## src/rtl/pc_seq_pkg.sv

```systemverilog
// Shared types and constants for the PC flow-control sequencer.
package pc_seq_pkg;

  localparam int PC_W  = 16;
  localparam int CNT_W = 4;

  localparam logic [PC_W-1:0] DEFAULT_VECTOR = 16'h0010;

  // RUN: normal flow, ISR: servicing an interrupt, HOLD: post-RETI hold-off
  typedef enum logic [1:0] {
    RUN  = 2'd0,
    ISR  = 2'd1,
    HOLD = 2'd2
  } seq_state_t;

endpackage

```

## src/rtl/hazard_detect.sv

```systemverilog
// Load-use comparator: flags an ID instruction that reads the register an
// in-flight load in EX has not yet written back.
module hazard_detect #(
  parameter int REG_W = 4
) (
  input  logic             mem_rd,
  input  logic [REG_W-1:0] rd,
  input  logic [REG_W-1:0] rs1,
  input  logic [REG_W-1:0] rs2,
  input  logic             use_rs1,
  input  logic             use_rs2,
  output logic             hazard
);

  // Register 0 is hardwired, so a load targeting it never creates a hazard
  always_comb begin
    hazard = mem_rd && (rd != '0) &&
             ((use_rs1 && (rs1 == rd)) || (use_rs2 && (rs2 == rd)));
  end

endmodule

```

## src/rtl/pc_seq_ctrl.sv

```systemverilog
// PC flow-control sequencer: prioritises RETI, branches, interrupt entry and
// load-use stalls, keeps the saved return address and the interrupt FSM.
module pc_seq_ctrl
  import pc_seq_pkg::*;
#(
  parameter logic [PC_W-1:0] VECTOR  = DEFAULT_VECTOR,
  parameter int              HOLDOFF = 2,
  parameter int              REG_W   = 4
) (
  input  logic             clk,
  input  logic             rst_n,
  input  logic             br_taken_EX,
  input  logic [PC_W-1:0]  br_tgt_EX,
  input  logic             reti_EX,
  input  logic [PC_W-1:0]  pc_ID_EX,
  input  logic             mem_rd_ID_EX,
  input  logic [REG_W-1:0] rd_ID_EX,
  input  logic [REG_W-1:0] rs1_IM_ID,
  input  logic [REG_W-1:0] rs2_IM_ID,
  input  logic             use_rs1,
  input  logic             use_rs2,
  input  logic             irq,
  input  logic             irq_en,
  output logic             stall_IM_ID,
  output logic             flush_IM_ID,
  output logic             flush_ID_EX,
  output logic             flow_change,
  output logic [PC_W-1:0]  dst,
  output logic             irq_ack,
  output logic [PC_W-1:0]  epc,
  output logic             in_isr
);

  localparam logic [CNT_W-1:0] HOLDOFF_CNT = CNT_W'(HOLDOFF);

  seq_state_t       state, state_next;
  logic [CNT_W-1:0] cnt, cnt_next;
  logic             hazard;
  logic             epc_load;
  logic             stall_c, flush_im_c, flush_id_c, flow_c, ack_c;
  logic [PC_W-1:0]  dst_c;

  hazard_detect #(.REG_W(REG_W)) u_hazard (
    .mem_rd  (mem_rd_ID_EX),
    .rd      (rd_ID_EX),
    .rs1     (rs1_IM_ID),
    .rs2     (rs2_IM_ID),
    .use_rs1 (use_rs1),
    .use_rs2 (use_rs2),
    .hazard  (hazard)
  );

  // Priority mux for redirects/stalls plus FSM next-state and hold-off count
  always_comb begin
    stall_c    = 1'b0;
    flush_im_c = 1'b0;
    flush_id_c = 1'b0;
    flow_c     = 1'b0;
    ack_c      = 1'b0;
    dst_c      = '0;
    epc_load   = 1'b0;
    state_next = state;
    cnt_next   = cnt;

    if (state == ISR && reti_EX) begin
      flow_c     = 1'b1;
      dst_c      = epc;
      flush_im_c = 1'b1;
      flush_id_c = 1'b1;
      if (HOLDOFF == 0) begin
        state_next = RUN;
        cnt_next   = '0;
      end else begin
        state_next = HOLD;
        cnt_next   = HOLDOFF_CNT;
      end
    end else begin
      if (br_taken_EX) begin
        flow_c     = 1'b1;
        dst_c      = br_tgt_EX;
        flush_im_c = 1'b1;
        flush_id_c = 1'b1;
      end else if (state == RUN && irq && irq_en) begin
        flow_c     = 1'b1;
        dst_c      = VECTOR;
        flush_im_c = 1'b1;
        flush_id_c = 1'b1;
        ack_c      = 1'b1;
        epc_load   = 1'b1;
        state_next = ISR;
      end else if (hazard) begin
        stall_c    = 1'b1;
        flush_id_c = 1'b1;
      end

      // Hold-off keeps counting regardless of branches in flight
      if (state == HOLD) begin
        if (cnt <= 4'd1) begin
          state_next = RUN;
          cnt_next   = '0;
        end else begin
          cnt_next = cnt - 4'd1;
        end
      end
    end
  end

  // FSM state, hold-off counter and saved return address
  always_ff @(posedge clk or negedge rst_n) begin
    if (!rst_n) begin
      state  <= RUN;
      cnt    <= '0;
      epc    <= '0;
      in_isr <= 1'b0;
    end else begin
      state  <= state_next;
      cnt    <= cnt_next;
      in_isr <= (state_next == ISR);
      if (epc_load) begin
        epc <= pc_ID_EX;
      end
    end
  end

  // Combinational controls are forced low while reset is held
  always_comb begin
    stall_IM_ID = rst_n & stall_c;
    flush_IM_ID = rst_n & flush_im_c;
    flush_ID_EX = rst_n & flush_id_c;
    flow_change = rst_n & flow_c;
    irq_ack     = rst_n & ack_c;
    dst         = rst_n ? dst_c : '0;
  end

endmodule
```

## config.mk

```make
export PLATFORM = sky130hd
export DESIGN_NAME = pc_seq_ctrl
export DESIGN_NICKNAME = d
export VERILOG_FILES = /design/src/rtl/pc_seq_pkg.sv /design/src/rtl/hazard_detect.sv /design/src/rtl/pc_seq_ctrl.sv
export SDC_FILE = /design/constraint.sdc
export NUM_CORES = 1
export LEC_CHECK = 0
export ABC_CLOCK_PERIOD_IN_PS = 2440
export BUFFER_PORTS_ARGS = -buffer_cell sky130_fd_sc_hd__buf_2
export CORE_MARGIN = 10
export CORE_UTILIZATION = 46
export CTS_CLUSTER_SIZE = 24
export DETAILED_ROUTE_END_ITERATION = 16
export PLACE_DENSITY = 0.92
export SKIP_LAST_GASP = 1
export SLEW_MARGIN = 40
export SYNTH_ARGS = -nofsm -noshare
export SYNTH_HDL_FRONTEND = slang
export SYNTH_SLANG_ARGS = --single-unit
```

## constraint.sdc

```tcl
create_clock -name clk -period 2.44 [get_ports clk]
set_clock_uncertainty 0.05 [all_clocks]
set_input_delay 0.366 -clock clk [delete_from_list [all_inputs] [get_ports clk]]
set_output_delay 0.366 -clock clk [all_outputs]
set_load 0.02 [all_outputs]
```

[Word level (Yosys, flattened, before mapping)]
Cells that the tools add are included.
Cells by class
  add/sub/neg operators: 1
  multipliers: 0
  divide/modulo/power cells: 0
  $lt $le $gt $ge: 1
  equality and inequality tests: 5
  shifts and indexed selects: 0
  muxes and demuxes: 24
  bitwise gates (word level): 4
  reduce and logical (&&, ||, !) cells: 11
Operators with widths (number)
  $mux 16: 3
  $mux 1: 12
  $mux 4: 3
  $mux 2: 5
  $eq 4x4->1: 2
  $logic_and 1x1->1: 7
  $mux 5: 1
  $and 1x1->1: 4
  $eq 2x1->1 const B: 2
  $le 4x1->1 const B: 1
  $reduce_bool 4->1: 1
  $sub 4x1->4 const B: 1
  $eq 2x2->1 const B: 1
  $logic_not 2->1: 1
  $reduce_bool 2->1: 1
  $logic_or 1x1->1: 1
Word-level totals
  flip-flop bits (word level): 23
  bits in latches: 0
  memory bits (writable): 0
  ROM bits: 0
  input port bits: 53
  output and inout port bits: 38
  memories kept: 0

[Depth between registers and ports, before layout]
  depth after elaboration: 9
  mapped depth: 6
  depth with buffers taken out: 6

[Hierarchy]
Synthesis repeated with hierarchy kept, for this count alone.
Unflattened totals
  cell total of the unflattened synthesis: 153
  area total of the unflattened synthesis: 1442.6 µm²
By module, submodules not included
  pc_seq_ctrl: times used 1, cells each 139, area each 1338.8 µm², sequential area each 575.6 µm²
  hazard_detect: times used 1, cells each 14, area each 103.8 µm², sequential area each 0.0 µm²

[Least setup slack after synthesis]
OpenSTA, ideal clock, no wires.
  path kind: input to output
  start: input br_taken_EX
  end: output dst[4]
  arrival time: 1437 ps
  required time: 2024 ps
  setup slack: 587 ps
  stages: 4
  path buffers: 2
  cell sequence: clkbuf_1 or3_4 buf_6 a31oi_1
On the way
  cells in the longest elaborated chain, start to end: 3
RTL lines
  from (decl): RTL line pc_seq_ctrl.sv:12  | input logic br_taken_EX,
  $mux 16: RTL line pc_seq_ctrl.sv:78  | if (br_taken_EX) begin
  $mux 16: RTL line pc_seq_ctrl.sv:65  | if (state == ISR && reti_EX) begin
  $mux 16: RTL line pc_seq_ctrl.sv:132  | dst = rst_n ? dst_c : '0;
  to (decl): RTL line pc_seq_ctrl.sv:28  | output logic [PC_W-1:0] dst,
Every way passes these cells.

[Worst setup path after layout]
  start: register state[0]
  end: output dst[2]
On the way
  cells in the longest elaborated chain, start to end: 4
RTL lines
  from (decl): RTL line pc_seq_ctrl.sv:36  | seq_state_t state, state_next;
  from (signal assigned): RTL line pc_seq_ctrl.sv:116  | state <= state_next;
  $eq 2x1->1: RTL line pc_seq_ctrl.sv:65
  $logic_and 1x1->1: RTL line pc_seq_ctrl.sv:65
  $mux 16: RTL line pc_seq_ctrl.sv:65
  $mux 16: RTL line pc_seq_ctrl.sv:132
Every way passes these cells.

==> out/qor.yml <==
tightest_slew_ns: 0.552
path_cells: "nand2_1 -> or2_2 -> nand3_1 -> a21oi_1 -> buf_2"
viasPerCell: 5.20
syn_avg_cell_area_um2: 9.74
netSwitchingFraction_pct: 43.7
numCtsBuffers: 3
arrival_ns: 1.84
seqPwrFrac_pct: 37.4
fmax_mhz: 443
fin_area_um2: 1960
async_reset_ff_share_pct: 100
syn_to_final_growth_pct: 34.7
cts_tree: "done"
seq_area_frac_synth_pct: 39.7
die_y_um: 76.2
wl_per_cell_um: 16.4
drive_gt1_share_pct: 48.3
n_fill_cell: 263
stdcell_count: 282
synth_edf_count: 0
power.share.clock_pct: 8.8
gr-total-overflow: 0
p_comb_share_pct: 53.8
grt.total_usage_pct: 15.5
power.total_mw: 1.96
grt_max_degree: 21
first_pass_iters: 4
grt_pass1_vias: 1555
grt_setup_unrepaired: "false"
dieArea_um2: 5800
place_hpwl_mm: 3.58
io_pins: 91
core-area_um2: 3030
crit_path_top_delay_cell: "dfrtp_1"
mappedNetlistNets: 204
setup_viol: 0
h-tree-depth: 1
p_leak_nw: 1.06
post_dp_cell_area_um2: 1910
startpoint_type: "flop"
die_x_um: 76.2
synth_area_um2: 1450
clockRootBuffer: "clkbuf_4"
grt_pass1_wl_mm: 7.60
synth_cells: 149
nets: 294
ys.flop_type: "dfrtp_1"
post_cts_buffers: 0
clkTransAtPathRegs_ns: 0.12
period_minus_slack_ns: 2.26
cts_max_path_buffers: 2
numClockSinks: 23
ys_types: 35
hold_violations: 0
fp-row-count: 20
ys_ff_latch: 23
vias: 1465
place_congestion: 0.795
yosysWarnings: 0
ant_nets: 0
period_share_pct: 92.5
fin_hold_ws_ns: 0.229
vdd_drop_max_uv: 449
n_antenna_cell: 0
hold_class: "input pin to flop"
worst_path_largest_cell_delay_ns: 0.46
switchingPower_uw: 855
place_inst: 276
r2r_slack_ns: 0.69
postLayoutCoreUtil_pct: 64.6
slew-limit-headroom_pct: 62.9
antenna_found_initial: 0
path_class: "flop to output pin"
worstSkewPairLatency_ns: 0.31
routed_wl_mm: 4.63
end_kind: "output pin"
route.detailed.drc: 0
drt-initial-drc-count: 19
postLayoutSetupSlackWorst_ns: 0.183
pre_cts_slack_ns: 0.256
critical_path_required_ns: 2.02
power.density_nw_per_um2: 1000
cap_violations: 0
p_int_mw: 1.10
initial_core_util_pct: 47.9
status: "finished clean"
critPathMaxFanout: 18
place.port_buffers: 90
tns_ns: 0
slew_viol_final: 0
==> critical path, delay by kind of cell, from the launching register on <==
kind / cells / cell delay [ns]
buf+inv: 1 / 0.21
compound gates: 1 / 0.19
flops: 1 / 0.46
simple gates: 3 / 0.68
==> sequential cells by signal (all words and copies together) (netlist names) <==
register	count
epc	16
cnt	4
state	2
in_isr	1
==> layer usage <==
| metal | routed length [um] | track usage (%) | up-vias |
|---|---|---|---|
| met4 | 60 | 4.46 | 0 |
| met5 | 0 | 0 | - |
| li1 | - | - | 706 |
| met3 | 411 | 5.54 | 8 |
| met1 | 1890 | 18.2 | 681 |
| met2 | 2270 | 25.7 | 70 |
==> timing repair <==
item,in CTS,in global routing
hold endpoints to repair,11,0
gates resized for setup,0,0
hold buffers,2,0
==> cell usage in the layout (no fill, tap or decap), types with 2 or more instances in the layout <==
cell / n
a21oi_1: 18
buf_2: 90
buf_4: 2
clkbuf_4: 3
dfrtp_1: 23
dlygate4sd3_1: 2
ha_1: 2
inv_1: 2
mux2_4: 16
nand2_1: 21
nand2b_1: 3
nand3_1: 17
nand4_1: 2
nor2_1: 5
nor3_1: 4
o22ai_1: 2
o31ai_1: 2
xnor2_1: 2
xor2_1: 6
==> logic make-up after synthesis <==
kind of cell / synth area share [%]
and+or+nand+nor: 20.5
AOI/OAI and AO/OA: 11.6
DFF: 39.7
muxes: 16.6
buffers and inverters: 5.09
xor gates and xnor gates: 4.83
adders and majority gates: 1.72
==> power groups by stage <==
stage	clock network (mW)	logic [mW]	registers, mW
floorplan	0	0.569	0.877
finish	0.172	1.05	0.733
global placement	0	1.03	0.725
detailed placement	0	1.06	0.734
global route	0.195	1.15	0.767
CTS	0.177	1.06	0.731
==> worst paths after layout <==
kind,from,to,cells after the start
setup / recovery,state[0]$_DFF_PN0_,dst[2],5
hold / removal,pc_ID_EX[12],epc[12]$_DFFE_PN0N_,2
setup reg to reg,cnt[0]$_DFFE_PN0P_,cnt[2]$_DFFE_PN0P_,6
hold reg to reg,epc[6]$_DFFE_PN0N_,epc[6]$_DFFE_PN0N_,1
max in group asynchronous,rst_n,epc[13]$_DFFE_PN0N_,2
min in group asynchronous,rst_n,epc[2]$_DFFE_PN0N_,2
==> synth_stat cells, drive strengths merged, types with 2 or more instances <==
cell type,number,area share (%)
nor3,4,1.4
o31ai,2,1.0
mux2,16,17
nand4,2,0.86
inv,2,0.52
nand2b,3,1.3
o22ai,2,0.86
clkbuf,2,0.52
buf,7,3.8
nor2,6,1.7
a21oi,18,6.2
xnor2,2,1.2
dfrtp,23,40
ha,2,1.7
nand2,21,5.4
nand3,17,5.9
xor2,6,3.6
==> cell type report <==
cell class                 count  area (um^2)  area share, %
timing repair buffer          94          485           24.8
sequential                    23          576           29.4
tap                           44         55.1           2.82
multi-input combinational    114          802           41.0
clock buffer                   4         26.3           1.34
inverter                       3         11.3          0.576
Note: power is estimated with default switching activity, not from simulation.
